$ cat src/rtl/window_kmer_hasher_pkg.sv
// Shared defaults, base encoding and controller states for the window k-mer hasher.
// Every rtl/ file imports this package so that all of them use one set of definitions.
package lsh_pkg;

    localparam int          LSH_WINDOW_SIZE = 128;
    localparam int          LSH_KMER_SIZE   = 16;
    localparam logic [31:0] LSH_HASH_MULT   = 32'h9E3779B1;

    typedef enum logic [1:0] {
        BASE_A = 2'd0,
        BASE_C = 2'd1,
        BASE_G = 2'd2,
        BASE_T = 2'd3
    } base_t;

    typedef enum logic [1:0] {
        ST_IDLE = 2'd0,
        ST_FILL = 2'd1,
        ST_EMIT = 2'd2,
        ST_DONE = 2'd3
    } state_t;

endpackage

$ cat src/rtl/window_kmer_hasher_if.sv
// k-mer output stream: valid/ready handshake plus the per-beat hash, position and job tags.
// The hasher drives the stream through the master modport; the consumer uses slave.
interface window_kmer_hasher_if
    import lsh_pkg::*;
#(
    parameter int ID_W   = 16,
    parameter int HASH_W = 32,
    parameter int POS_W  = $clog2(LSH_WINDOW_SIZE)
);

    logic              kmer_valid;
    logic              kmer_ready;
    logic [HASH_W-1:0] kmer_hash;
    logic [POS_W-1:0]  kmer_pos;
    logic [ID_W-1:0]   kmer_window_id;
    logic              kmer_is_insert;

    modport master (
        output kmer_valid,
        output kmer_hash,
        output kmer_pos,
        output kmer_window_id,
        output kmer_is_insert,
        input  kmer_ready
    );

    modport slave (
        input  kmer_valid,
        input  kmer_hash,
        input  kmer_pos,
        input  kmer_window_id,
        input  kmer_is_insert,
        output kmer_ready
    );

endinterface

$ cat src/rtl/kmer_hash_mult.sv
// Multiplicative k-mer hash: (kmer * HASH_MULT) mod 2^HASH_W, unsigned and combinational.
// Only the low HASH_W bits of the product survive, so the k-mer is resized to HASH_W first.
module kmer_hash_mult
    import lsh_pkg::*;
#(
    parameter int                KMER_W    = 2 * LSH_KMER_SIZE,
    parameter int                HASH_W    = 32,
    parameter logic [HASH_W-1:0] HASH_MULT = LSH_HASH_MULT
) (
    input  logic [KMER_W-1:0] kmer,
    output logic [HASH_W-1:0] hash
);

    assign hash = HASH_W'(kmer) * HASH_MULT;

endmodule

$ cat src/rtl/window_kmer_hasher.sv
// Captures a window of bases, slides a KMER_SIZE k-mer over it and streams one hash per
// position over a valid/ready interface, tracking the minimum hash (minimiser) of the window.
module window_kmer_hasher
    import lsh_pkg::*;
#(
    parameter int                WINDOW_SIZE = LSH_WINDOW_SIZE,
    parameter int                KMER_SIZE   = LSH_KMER_SIZE,
    parameter int                ID_W        = 16,
    parameter int                HASH_W      = 32,
    parameter logic [HASH_W-1:0] HASH_MULT   = LSH_HASH_MULT
) (
    input  logic                          clk,
    input  logic                          rst_n,
    input  logic [2*WINDOW_SIZE-1:0]      window,
    input  logic [ID_W-1:0]               window_id,
    input  logic                          window_reset,
    input  logic                          ready_for_hashing,
    input  logic                          is_insert,
    output logic                          hashing_is_done,
    output logic                          busy,
    output logic [HASH_W-1:0]             min_hash,
    output logic [$clog2(WINDOW_SIZE)-1:0] min_pos,
    window_kmer_hasher_if.master          kmer_if
);

    localparam int               POS_W     = $clog2(WINDOW_SIZE);
    localparam int               KMER_W    = 2 * KMER_SIZE;
    localparam logic [POS_W-1:0] LAST_POS  = POS_W'(WINDOW_SIZE - KMER_SIZE);
    localparam logic [POS_W-1:0] FILL_LAST = POS_W'(KMER_SIZE - 1);

    if (KMER_W != 32) begin : g_bad_kmer_size
        $error("window_kmer_hasher: 2*KMER_SIZE must equal 32");
    end

    state_t              state_q;
    state_t              state_d;
    logic                rfh_q;
    logic                start;
    logic                start_ok;
    logic                valid_c;
    logic                busy_c;
    logic                done_c;
    logic                handshake;
    logic                last_beat;
    logic                fill_last;
    logic                shift_en;
    logic                load_out;

    logic [2*WINDOW_SIZE-1:0] win_q;
    logic [ID_W-1:0]          id_q;
    logic                     ins_q;
    logic [POS_W-1:0]         idx_q;
    logic [KMER_W-3:0]        kmer_tail_q;
    base_t                    cur_base;
    logic [KMER_W-1:0]        kmer_d;
    logic [HASH_W-1:0]        hash_d;

    logic [HASH_W-1:0]        kmer_hash_q;
    logic [POS_W-1:0]         kmer_pos_q;
    logic [ID_W-1:0]          kmer_id_q;
    logic                     kmer_ins_q;
    logic [HASH_W-1:0]        min_hash_q;
    logic [POS_W-1:0]         min_pos_q;

    // Rising edge of ready_for_hashing is only honoured from IDLE; window_reset overrides it.
    assign start     = ready_for_hashing & ~rfh_q & (state_q == ST_IDLE);
    assign start_ok  = start & ~window_reset;
    assign handshake = valid_c & kmer_if.kmer_ready;
    assign last_beat = (kmer_pos_q == LAST_POS);
    assign fill_last = (state_q == ST_FILL) && (idx_q == FILL_LAST);
    assign shift_en  = ~window_reset & ((state_q == ST_FILL) | (handshake & ~last_beat));
    assign load_out  = ~window_reset & (fill_last | (handshake & ~last_beat));

    assign cur_base  = base_t'(win_q[{idx_q, 1'b0} +: 2]);
    assign kmer_d    = {kmer_tail_q, cur_base};

    kmer_hash_mult #(
        .KMER_W   (KMER_W),
        .HASH_W   (HASH_W),
        .HASH_MULT(HASH_MULT)
    ) u_hash_mult (
        .kmer(kmer_d),
        .hash(hash_d)
    );

    // Controller: next state and state-decoded outputs.
    always_comb begin
        state_d = state_q;
        valid_c = 1'b0;
        busy_c  = 1'b0;
        done_c  = 1'b0;
        case (state_q)
            ST_IDLE: begin
                if (start) state_d = ST_FILL;
            end
            ST_FILL: begin
                busy_c = 1'b1;
                if (fill_last) state_d = ST_EMIT;
            end
            ST_EMIT: begin
                busy_c  = 1'b1;
                valid_c = 1'b1;
                if (handshake && last_beat) state_d = ST_DONE;
            end
            ST_DONE: begin
                busy_c  = 1'b1;
                done_c  = 1'b1;
                state_d = ST_IDLE;
            end
            default: state_d = ST_IDLE;
        endcase
        if (window_reset) state_d = ST_IDLE;
    end

    always_ff @(posedge clk or negedge rst_n) begin
        if (!rst_n) begin
            state_q <= ST_IDLE;
            rfh_q   <= 1'b0;
        end else begin
            state_q <= state_d;
            rfh_q   <= ready_for_hashing;
        end
    end

    // Job capture and k-mer history; fully overwritten before first use, so not reset.
    always_ff @(posedge clk) begin
        if (start_ok) begin
            win_q <= window;
            id_q  <= window_id;
            ins_q <= is_insert;
        end
        if (shift_en) kmer_tail_q <= kmer_d[KMER_W-3:0];
    end

    always_ff @(posedge clk or negedge rst_n) begin
        if (!rst_n) begin
            idx_q       <= '0;
            kmer_hash_q <= '0;
            kmer_pos_q  <= '0;
            kmer_id_q   <= '0;
            kmer_ins_q  <= 1'b0;
            min_hash_q  <= '1;
            min_pos_q   <= '0;
        end else begin
            if (start_ok) begin
                idx_q <= '0;
            end else if (shift_en) begin
                idx_q <= idx_q + POS_W'(1);
            end

            if (load_out) begin
                kmer_hash_q <= hash_d;
                kmer_pos_q  <= fill_last ? '0 : kmer_pos_q + POS_W'(1);
                kmer_id_q   <= id_q;
                kmer_ins_q  <= ins_q;
            end

            // Strict compare keeps the earliest position on ties.
            if (window_reset || start_ok) begin
                min_hash_q <= '1;
                min_pos_q  <= '0;
            end else if (handshake && (kmer_hash_q < min_hash_q)) begin
                min_hash_q <= kmer_hash_q;
                min_pos_q  <= kmer_pos_q;
            end
        end
    end

    assign busy            = busy_c;
    assign hashing_is_done = done_c;
    assign min_hash        = min_hash_q;
    assign min_pos         = min_pos_q;

    assign kmer_if.kmer_valid     = valid_c;
    assign kmer_if.kmer_hash      = kmer_hash_q;
    assign kmer_if.kmer_pos       = kmer_pos_q;
    assign kmer_if.kmer_window_id = kmer_id_q;
    assign kmer_if.kmer_is_insert = kmer_ins_q;

endmodule

$ cat src/flat_wrapper.sv
// flat-port wrapper written by rule: the top's interface ports become plain ports
module window_kmer_hasher_flat import lsh_pkg::*;
#(
    parameter int                WINDOW_SIZE = LSH_WINDOW_SIZE,
    parameter int                KMER_SIZE   = LSH_KMER_SIZE,
    parameter int                ID_W        = 16,
    parameter int                HASH_W      = 32,
    parameter logic [HASH_W-1:0] HASH_MULT   = LSH_HASH_MULT
)
  (clk, rst_n, window, window_id, window_reset, ready_for_hashing, is_insert, hashing_is_done, busy, min_hash, min_pos, kmer_if_kmer_valid, kmer_if_kmer_hash, kmer_if_kmer_pos, kmer_if_kmer_window_id, kmer_if_kmer_is_insert, kmer_if_kmer_ready);
  window_kmer_hasher_if #(.ID_W(ID_W), .HASH_W(HASH_W), .POS_W(7)) kmer_if_i ();
  input  logic clk;
  input  logic rst_n;
  input  logic [2*WINDOW_SIZE-1:0] window;
  input  logic [ID_W-1:0] window_id;
  input  logic window_reset;
  input  logic ready_for_hashing;
  input  logic is_insert;
  output logic hashing_is_done;
  output logic busy;
  output logic [HASH_W-1:0] min_hash;
  output logic [$clog2(WINDOW_SIZE)-1:0] min_pos;
  output wire logic [$bits(kmer_if_i.kmer_valid)-1:0] kmer_if_kmer_valid;
  output wire logic [$bits(kmer_if_i.kmer_hash)-1:0] kmer_if_kmer_hash;
  output wire logic [$bits(kmer_if_i.kmer_pos)-1:0] kmer_if_kmer_pos;
  output wire logic [$bits(kmer_if_i.kmer_window_id)-1:0] kmer_if_kmer_window_id;
  output wire logic [$bits(kmer_if_i.kmer_is_insert)-1:0] kmer_if_kmer_is_insert;
  input wire logic [$bits(kmer_if_i.kmer_ready)-1:0] kmer_if_kmer_ready;
  assign kmer_if_kmer_valid = kmer_if_i.kmer_valid;
  assign kmer_if_kmer_hash = kmer_if_i.kmer_hash;
  assign kmer_if_kmer_pos = kmer_if_i.kmer_pos;
  assign kmer_if_kmer_window_id = kmer_if_i.kmer_window_id;
  assign kmer_if_kmer_is_insert = kmer_if_i.kmer_is_insert;
  assign kmer_if_i.kmer_ready = kmer_if_kmer_ready;
  window_kmer_hasher #(.WINDOW_SIZE(WINDOW_SIZE), .KMER_SIZE(KMER_SIZE), .ID_W(ID_W), .HASH_W(HASH_W), .HASH_MULT(HASH_MULT)) u_core (.clk(clk), .rst_n(rst_n), .window(window), .window_id(window_id), .window_reset(window_reset), .ready_for_hashing(ready_for_hashing), .is_insert(is_insert), .hashing_is_done(hashing_is_done), .busy(busy), .min_hash(min_hash), .min_pos(min_pos), .kmer_if(kmer_if_i));
endmodule
$ cat config.mk
export PLATFORM = sky130hd
export DESIGN_NAME = window_kmer_hasher_flat
export DESIGN_NICKNAME = d
export VERILOG_FILES = /design/src/rtl/window_kmer_hasher_pkg.sv /design/src/rtl/window_kmer_hasher_if.sv /design/src/rtl/kmer_hash_mult.sv /design/src/rtl/window_kmer_hasher.sv /design/src/flat_wrapper.sv
export SDC_FILE = /design/constraint.sdc
export NUM_CORES = 1
export LEC_CHECK = 0
export ABC_AREA = 1
export ABC_CLOCK_PERIOD_IN_PS = 12900
export CORE_AREA = 2 2 190 286
export DETAILED_ROUTE_END_ITERATION = 16
export DIE_AREA = 0 0 192 288
export GPL_TIMING_DRIVEN = 0
export PLACE_DENSITY = 0.78
export SYNTH_ARGS = -nofsm -noshare
export SYNTH_HDL_FRONTEND = slang
export SYNTH_HIERARCHICAL = 1
export SYNTH_SLANG_ARGS = --single-unit
$ cat constraint.sdc
create_clock -name clk -period 12.9 [get_ports clk]
set_input_delay 1.935 -clock clk [delete_from_list [all_inputs] [get_ports clk]]
set_output_delay 1.935 -clock clk [all_outputs]
set_load 0.01 [all_outputs]
Word level (Yosys, flattened, before mapping)
Index checks and enable logic that the tools add are counted.
{"block": "word_totals", "reg_bits": 408, "input_bits": 278, "out_inout_bits": 98}
{"block": "op_classes", "add_sub_neg": 2, "n_mul": 1, "n_lt_le_gt_ge": 1, "n_eq_ne": 8, "shifts": 1, "n_mux": 15, "bitwise_logic": 12, "n_reduce_logical": 9}
{"operator": "$shiftx 256x9->2", "count": 1}
{"operator": "$mux 32", "count": 2}
{"operator": "$mux 7", "count": 5}
{"operator": "$lt 32x32->1", "count": 1}
{"operator": "$mul 32x32->32 const B", "count": 1}
{"operator": "$add 7x1->7 const B", "count": 2}
{"operator": "$ne 3x2->1 const B", "count": 3}
{"operator": "$mux 2", "count": 4}
{"operator": "$pmux 2 s4", "count": 1}
{"operator": "$and 1x1->1", "count": 7}
{"operator": "$eq 7x4->1 const B", "count": 1}
{"operator": "$eq 7x7->1 const B", "count": 1}
{"operator": "$eq 2x2->1 const B", "count": 2}
{"operator": "$reduce_bool 2->1", "count": 2}
{"operator": "$logic_and 1x1->1", "count": 3}
{"operator": "$mux 1", "count": 3}
{"operator": "$not 1->1", "count": 3}
{"operator": "$reduce_and 3->1", "count": 1}
{"operator": "$reduce_or 3->1", "count": 1}
{"operator": "$eq 2x1->1 const B", "count": 1}
{"operator": "$logic_not 2->1", "count": 1}
{"operator": "$or 1x1->1", "count": 2}
{"operator": "$logic_or 1x1->1", "count": 1}

Longest topological paths before layout
Gate-level depths: netlist (run 1).
{"block": "depth", "word_depth": 8, "mapped_depth": 42, "depth_no_buf": 40}

By module
Netlist (run 1), hierarchy kept.
{"mod": "window_kmer_hasher", "instances": 1, "cells_per_inst": 1628, "area_per_inst_um2": 17301.6, "seq_area_each_um2": 11766.3}
{"mod": "kmer_hash_mult", "instances": 1, "cells_per_inst": 1061, "area_per_inst_um2": 9386.5, "seq_area_each_um2": 0.0}

Worst setup path after synthesis (run 1)
No wires, ideal clock.
{"block": "synth_path", "path_type": "input to register", "start": "input port ready_for_hashing", "end": "register u_core.idx_q[5]", "setup_ns": 0.136, "arrival_time_ns": 15.276, "slack_ns": -2.512, "stages": 7, "path_cell_list": "nand2_1 -> nor2_1 -> inv_1 -> nor2_1 -> inv_1 -> o21ai_0 -> nor2_1"}
{"block": "synth_between", "elab_chain_cells": 4, "word_cells_on_any_way": 5, "cone_classes": "1 x mux; 3 x bitwise; 1 x reduce/logical"}
{"item": "from (decl)", "line_no": "flat_wrapper.sv:17", "rtl": "input logic ready_for_hashing;"}
{"item": "$and 1x1->1 * (2 in a row)", "line_no": "window_kmer_hasher.sv:66", "rtl": "assign start = ready_for_hashing & ~rfh_q & (state_q == ST_IDLE);"}
{"item": "$and 1x1->1 *", "line_no": "window_kmer_hasher.sv:67", "rtl": "assign start_ok = start & ~window_reset;"}
{"item": "net u_core.start_ok", "line_no": "window_kmer_hasher.sv:39", "rtl": "logic start_ok;"}
{"item": "$mux 7 or $reduce_bool 2->1 (tied branches)"}
{"item": "to (signal assigned)", "line_no": "window_kmer_hasher.sv:148", "rtl": "idx_q <= idx_q + POS_W'(1);"}
{"item": "to (decl)", "line_no": "window_kmer_hasher.sv:52", "rtl": "logic [POS_W-1:0] idx_q;"}
Mark *: on every way through the listed nets, which the timed path passes. The rest lies on a longest branch.
A chain may end at the register's enable or synchronous reset.

Worst setup path after layout (run 1)
{"block": "layout_path", "start": "register u_core.idx_q[0]", "end": "register u_core.kmer_hash_q[31] (netlist: u_core/kmer_if.kmer_hash[31])"}
{"block": "layout_between", "word_cells_on_any_way": 6, "cone_classes": "1 x mul; 1 x eq/ne; 1 x shift; 2 x bitwise; 1 x reduce/logical"}
{"item": "$shiftx 256x9->2", "line_no": "window_kmer_hasher.sv:74", "rtl": "assign cur_base = base_t'(win_q[{idx_q, 1'b0} +: 2]);"}
{"item": "net u_core.cur_base[1]", "line_no": "window_kmer_hasher.sv:54", "rtl": "base_t cur_base;"}
{"item": "$mul 32x32->32", "line_no": "kmer_hash_mult.sv:14", "rtl": "assign hash = HASH_W'(kmer) * HASH_MULT;"}
{"item": "net u_core.hash_d[31]", "line_no": "window_kmer_hasher.sv:56", "rtl": "logic [HASH_W-1:0] hash_d;"}
{"item": "to (signal assigned)", "line_no": "window_kmer_hasher.sv:152", "rtl": "kmer_hash_q <= hash_d;"}
{"item": "to (decl)", "line_no": "window_kmer_hasher.sv:58", "rtl": "logic [HASH_W-1:0] kmer_hash_q;"}
The timed path passes the listed nets, and every way through them passes these cells.

==> results of run 1 <==
==> routing by layer <==
layer	global-route usage	vias up	wire length [um]
met5	0	-	0
met4	0.220	0	6890
met3	0.0461	319	4780
met2	0.532	923	41600
met1	0.291	9723	25400
li1	-	9397	-
==> worst max-delay path: cells and delay by family, from the launching register on <==
kind	cells	cell delay [ns]
adders and majority gates	9	4.50
AOI/OAI and AO/OA	2	0.48
and+or+nand+nor	15	2.42
DFF	1	0.48
buffers and inverters	9	1.28
==> layout make-up <==
type                       instances  area (um^2)
clock buffer                      42         1010
tap                              689          862
clock inverter                    31          288
sequential                       408        11800
buffer                            77          405
fill                            4331        20200
multi-input combinational       1708        12700
timing repair buffer             386         3980
antenna                            5         12.5
inverter                         496         1860
==> sequential cells by signal, summed over array words and instances (netlist names) <==
name	count
u_core/id_q	16
u_core/idx_q	7
u_core/ins_q	1
u_core/kmer_if.kmer_hash	32
u_core/kmer_if.kmer_is_insert	1
u_core/kmer_if.kmer_pos	7
u_core/kmer_if.kmer_window_id	16
u_core/kmer_tail_q	30
u_core/min_hash	32
u_core/min_pos	7
u_core/rfh_q	1
u_core/state_q	2
u_core/win_q	256
==> cells by family (layout without fill, tap and decap cells) <==
logic type / Yosys count / in the layout / share of synthesized area
adder cells (fa/ha/maj): 429 / 429 / 0.259
AO/OA/AOI/OAI: 228 / 228 / 0.0461
buffers and inverters: 573 / 1032 / 0.0850
AND/OR/NAND/NOR: 1012 / 1012 / 0.157
flip-flops: 408 / 408 / 0.441
XOR/XNOR: 39 / 39 / 0.0128
other: 0 / 5 / 0
==> cell usage in the layout, fill, tap and decap left out, types with 3 or more instances in the layout <==
cell,synthesis,layout
xnor2_1,14,14
nor3_2,3,3
clkinvlp_4,0,7
o21bai_1,4,4
buf_2,36,36
nand2_2,12,12
clkinv_2,0,6
nand4_1,16,16
nor2_2,5,7
nand3_2,11,11
a21oi_1,44,44
dfrtp_1,73,73
dfstp_2,32,32
buf_4,14,15
a21oi_2,5,5
fa_1,204,204
inv_6,0,4
diode_2,0,5
clkbuf_16,0,40
o211ai_1,8,8
inv_1,488,487
buf_1,3,3
ha_1,225,225
nand2_1,613,613
nor3_1,9,9
nor2_1,211,208
a31oi_1,4,4
clkdlybuf4s50_1,0,374
o21ai_0,122,122
clkinv_1,1,9
o21ai_1,29,29
nand3_1,119,119
inv_2,7,7
edfxtp_1,303,303
buf_12,0,8
a211oi_1,3,3
clkbuf_1,22,24
xor2_1,25,25
==> synth_stat cells, drive strengths merged <==
| master | instances | area (um^2) |
|---|---|---|
| nand2 | 626 | 2390 |
| inv | 495 | 1860 |
| edfxtp | 303 | 9100 |
| ha | 225 | 2820 |
| nor2 | 217 | 835 |
| fa | 204 | 4080 |
| o21ai | 152 | 764 |
| nand3 | 130 | 706 |
| dfrtp | 73 | 1830 |
| buf | 55 | 323 |
| a21oi | 49 | 264 |
| dfstp | 32 | 841 |
| xor2 | 25 | 219 |
| clkbuf | 22 | 82.6 |
| nand4 | 16 | 100 |
| xnor2 | 14 | 123 |
| nor3 | 12 | 75.1 |
| o211ai | 8 | 60.1 |
| or2 | 5 | 31.3 |
| a31oi | 4 | 25.0 |
| o21bai | 4 | 30.0 |
| a211oi | 3 | 22.5 |
| a21boi | 2 | 18.8 |
| a21o | 2 | 15.0 |
| nand3b | 2 | 15.0 |
| nor3b | 2 | 15.0 |
| nor4 | 2 | 18.8 |
| o21a | 2 | 15.0 |
| a221oi | 1 | 8.76 |
| clkinv | 1 | 3.75 |
| o31ai | 1 | 7.51 |
==> final timing paths <==
path                            cells past startpoint                                 to  slack (ns)
max in group asynchronous                           2                u_core/min_hash[12]       10.71
worst min register to register                      2  u_core/kmer_if.kmer_window_id[14]        0.44
worst min-delay path                                2  u_core/kmer_if.kmer_window_id[14]        0.44
min in group asynchronous                           1       u_core/kmer_if.kmer_hash[23]        1.39
worst max register to register                     35       u_core/kmer_if.kmer_hash[31]        3.59
worst max-delay path                               35       u_core/kmer_if.kmer_hash[31]        3.59
==> metrics by stage <==
step	setup TNS (ns)	cell area, um^2
final	0	32900
after global routing	0	32900
after CTS	0	32800
after detailed placement	0	31500
after global placement	-3.99	31300
after floorplan	0	26700
==> flow_results.org, run 1 <==
** Synthesis
- The synthesized netlist occupies a cell area of 0.0267 mm^2.
- Seq/Total Area, Yosys :: 0.441
- Synthesis produced 2689 cells.
- Number of synthesized register bits :: 408
- In this run, distinct cell masters in the synthesized netlist total 49.
- Total number of yosys warnings :: 6
- The average instance in the mapped netlist occupies 9.92 um^2.
- Synthesis produced a netlist with a net count of 3396.

** Timing
- Crit share post-route :: 0.721
- Setup repair after global routing left no endpoint under its margin.
- The final count of pins violating max slew was 0.
- Transition time at the pin with the least slew margin :: 0.992 ns
- Final setup violation count :: 0
- Clock Skews :: 0.0446 ns
- The worst path meets setup with 3.59 ns of slack.
- The number of hold violations in the final report came to 0.
- Slew HR :: 0.338
- Post-route worst hold slack :: 0.437 ns
- Static timing analysis puts the maximum clock frequency at 107 MHz.
- Post-route minimum period :: 9.31 ns

** Clock tree
- Clock-pin slew was measured on the worst setup and hold paths at 0.07 ns.
- Maximum count of clock buffers along a single path :: 3
- The tree is rooted in a clkbuf_16.
- The H-tree generated during clock tree synthesis spans 2 levels.
- Hold repair after CTS inserted 0 buffers.
- The clock drives 408 sinks.
- CTS tree :: done
- Clock latency of the later-clocked register in the worst-skew pair :: 0.59 ns
- In this run, CTS created clock tree buffers numbering 40.
- Once the clock tree was built, the resizer swapped 0 gates to a different size.
- Number of setup buffers added after CTS :: 0

** Drt
- Routed vias :: 20400
- After detailed routing, the number of remaining DRC violations is 0.
- Vias per cell :: 5.30
- After detailed routing, the average wire length per cell comes to 20.5 um.
- Total iterations of the first detailed-routing run :: 6
- Routed WL :: 78.7 mm
- In this run, the number of DRC markers left after iteration 0 of detailed routing was 1304.
- Routed Antenna Nets :: 0

** Place
- Counting tap cells, the placed design contains a total of 3763 instances.
- At the end of routability-driven placement, the weighted congestion stood at 0.955.
- Dpl hpwl :: 63.8 mm
- Number of port buffers :: 375
- Worst slack at placement :: 3.82 ns

** Global routing
- Via count of the first global-routing pass :: 21700
- First-pass GRT wire length :: 119 mm
- The initial antenna violation count is 5.
- Largest net degree at the start of global routing :: 59
- After global routing the overflow that remains totals 0.
- Global-route total usage across every layer :: 0.290

** Floorplanning
- Number of primary I/O pins :: 376
- The die covers 0.0553 mm^2.
- Die span in x :: 192 um
- Vertical die dimension :: 288 um
- Row count :: 104
- For this configuration, the core starts out at a cell density of 0.503.
- In this run the standard cell core region covers 0.0531 mm^2.

** Worst setup path
- The worst setup path is of the flip-flop to flip-flop kind.
- Max Fanout on Critical Path :: 11
- Slowest cell on the critical path :: nor2_2
- Launching point of the worst reg2reg path :: u_core/idx_q[0]
- STA puts the critical path data required time at 13.36 ns.
- The most critical setup path has its startpoint at u_core/idx_q[0].
- At the worst endpoint, the arrival time is 9.77 ns.
- The worst setup path is captured at a flip-flop.
- The worst setup path is launched from a flip-flop.
- The largest single stage delay on the critical path is 0.76 ns.

** Cells and area
- Layout overhead on the synthesized area :: 23.1%
- The count of cells in the finished layout, fillers not included, comes to 3842.
- Core Util, Final :: 0.619
- Fraction of layout cells with a size suffix above 1 :: 0.0673
- Final layout net count :: 3824

** Min path
- Origin of the worst min-delay path :: u_core/id_q[14]
- The min-delay analysis places its worst path in the category flip-flop to flip-flop.

** Job
- Total of max-cap violations :: 0

** Run status
- The flow ran to the end, and the final reports show no timing, DRC or antenna violations.
Power of run 1 is left out: the tool's default activity adds up to more than one toggle a clock period on the data nets, which glitch-free logic cannot reach.
==> run 2, diff against run 1 <==
ABC_CLOCK_PERIOD_IN_PS = 8000   (was 12900)
clock period = 8 ns   (was 12.9 ns; I/O delays follow)
==> flow_results.org, run 2 (synthesis results as in run 1) <==
** Run status
- Outcome :: complete, no violations

** Worst setup path
- The most numerous cell type found on the critical path is nand2_1.
- The worst setup path is captured at a flip-flop.
- Together, buffers and inverters on the worst path number 10.
- Crit path max-delay family :: adder cells
- By startpoint and endpoint, the worst setup path is classified as flip-flop to flip-flop.
- Of all nets on the critical path, the largest fanout is 10.
- In this design, the stage delay of the slowest critical-path cell is 0.58 ns.
- Worst Path Required :: 8.46 ns
- CP Data Arrival Time :: 8.26 ns
- The worst setup path is launched from a flip-flop.
- The slowest stage of the critical path belongs to the cell fa_1.

** Cells and area
- The library cells used most frequently in the layout, excluding fill and tap cells, are nand2_1, inv_1, clkdlybuf4s50_1, edfxtp_1, ha_1.
- Most common library cell in the layout ignoring fill and taps :: nand2_1
- Number of flip-flops under the largest register name :: 256
- Most flop-heavy register :: u_core/win_q
- In the final layout, the share of cells above drive strength 1 is 0.0906.
- In the final layout, the multi-input gates occupy 0.0129 mm^2.
- Registers take 0.0118 mm^2.
- Final layout net count :: 3841
- Relative to the synthesized area, the layout overhead comes to 25.2%.
- Fillcell total :: 4180

** Timing
- Number of pins exceeding their max-slew limit in the final report :: 0
- Measured against its own limit, the worst slew margin works out to 0.481.
- Crit share post-route :: 0.975
- For the pin with the worst max-slew slack, the measured transition is 0.779 ns.
- Final hold viol count :: 0
- Final setup violation count :: 0
- For this run, the top clock speed supported by timing is 128 MHz.
- Post-route minimum period :: 7.80 ns
- Between clock sinks in the finished design, the worst skew comes to 0.0393 ns.
- In the final timing run, aggregate negative setup slack is 0 ns.

** Global routing
- Global-route total usage across every layer :: 0.289
- Aggregate global routing overflow :: 0
- Via count of the first global-routing pass :: 21800
- Antenna violations before repair :: 6
- Entering global routing, the biggest net connects 64 pins.
- First-pass GRT wire length :: 119 mm

** Clock tree
- Clock transition at the registers of the reported paths :: 0.07 ns
- No sink is reached through more buffers than the 3 on the longest clock path.
- TritonCTS built the clock tree.
- Clock Sink Count :: 408
- The tree is rooted in a clkbuf_16.
- Hold repair after CTS inserted 0 buffers.
- The number of clock buffers added by TritonCTS is 41.
- The clock tree synthesis step divided the H-tree into 2 levels.
- Clock latency of the later-clocked register in the worst-skew pair :: 0.58 ns

** Drt
- The first detailed-routing pass took 6 iterations.
- Routed Antenna Nets :: 0
- Routed WL :: 79.0 mm
- Routed vias :: 20600
- DRC violations left :: 0
- After detailed routing, the number of vias per cell comes to 5.35.
- In the final routed layout, each cell accounts on average for 20.5 um.
- Number of design-rule violations left by the first detailed-router iteration :: 1338

** Min path
- The path class of the tightest hold or removal check is flip-flop to flip-flop.

** Floorplanning
- In this run the core area contains 104 standard-cell rows.
- The die covers 0.0553 mm^2.
- The initial utilization of the core area, before any placement, comes to 0.503.
- In this run the standard cell core region covers 0.0531 mm^2.
- In this run the horizontal extent of the chip is 192 um.
- Measured along the y axis, the die boundary spans 288 um.
- Number of primary I/O pins :: 376

** Job
- Across the run, the number of max-cap violations was 0.

** Place
- Port buffering added 375 buffers.
- Final weighted congestion in routability-driven placement :: 0.963
- Dpl hpwl :: 63.1 mm
==> run 2: repair_timing <==
item / CTS / global route
endpoints found under the setup margin: 13 / 13
buffers inserted: 0 / 13
cloned: 0 / 2
resized for setup: 38 / 101
pin swaps: 0 / 29
==> run 2: cell type report <==
type,count,area share
clock inverter,22,0.00637
multi-input combinational,1708,0.386
tap,689,0.0258
buffer,77,0.0161
clock buffer,54,0.0328
timing repair buffer,402,0.124
sequential,408,0.352
inverter,496,0.0560
antenna,6,0.000449
==> run 2: worst paths after layout <==
| path | startpoint | end | slack, ns | cells past startpoint |
|---|---|---|---|---|
| hold reg to reg | u_core/id_q[6] | u_core/kmer_if.kmer_window_id[6] | 0.45 | 2 |
| hold / removal | u_core/id_q[6] | u_core/kmer_if.kmer_window_id[6] | 0.45 | 2 |
| setup / recovery | u_core/idx_q[0] | u_core/kmer_if.kmer_hash[31] | 0.20 | 37 |
| min in group asynchronous | rst_n | u_core/min_pos[5] | 0.62 | 1 |
| setup reg to reg | u_core/idx_q[0] | u_core/kmer_if.kmer_hash[31] | 0.20 | 37 |
| max in group asynchronous | rst_n | u_core/min_hash[26] | 6.63 | 2 |
==> run 2: per-layer routing <==
layer	share of wire	GRT usage	vias up
met5	0	0	-
met2	0.53	0.527	947
met3	0.059	0.0408	329
met4	0.089	0.225	0
li1	-	-	9439
met1	0.32	0.294	9931
==> run 2: through the flow <==
step | hold slack (ns) | std cells | area [um^2] | util | setup slack (ns)
finish | 0.446 | 3862 | 33400 | 0.629 | 0.201
global route | 0.466 | 3862 | 33400 | 0.629 | -0.0461
CTS | 0.446 | 3840 | 33000 | 0.621 | 0.00557
floorplan | 0.418 | 2689 | 26700 | - | 0.868
detailed placement | 0.430 | 3764 | 31500 | 0.594 | -0.676
global placement | 0.423 | 3753 | 31300 | 0.590 | -1.65
==> run 2: worst min-delay path: cells and delay by family (launching register included) <==
kind / cells / cell delay (ns)
flops: 1 / 0.32
simple gates: 2 / 0.10
Power of run 2 is left out for the same reason.
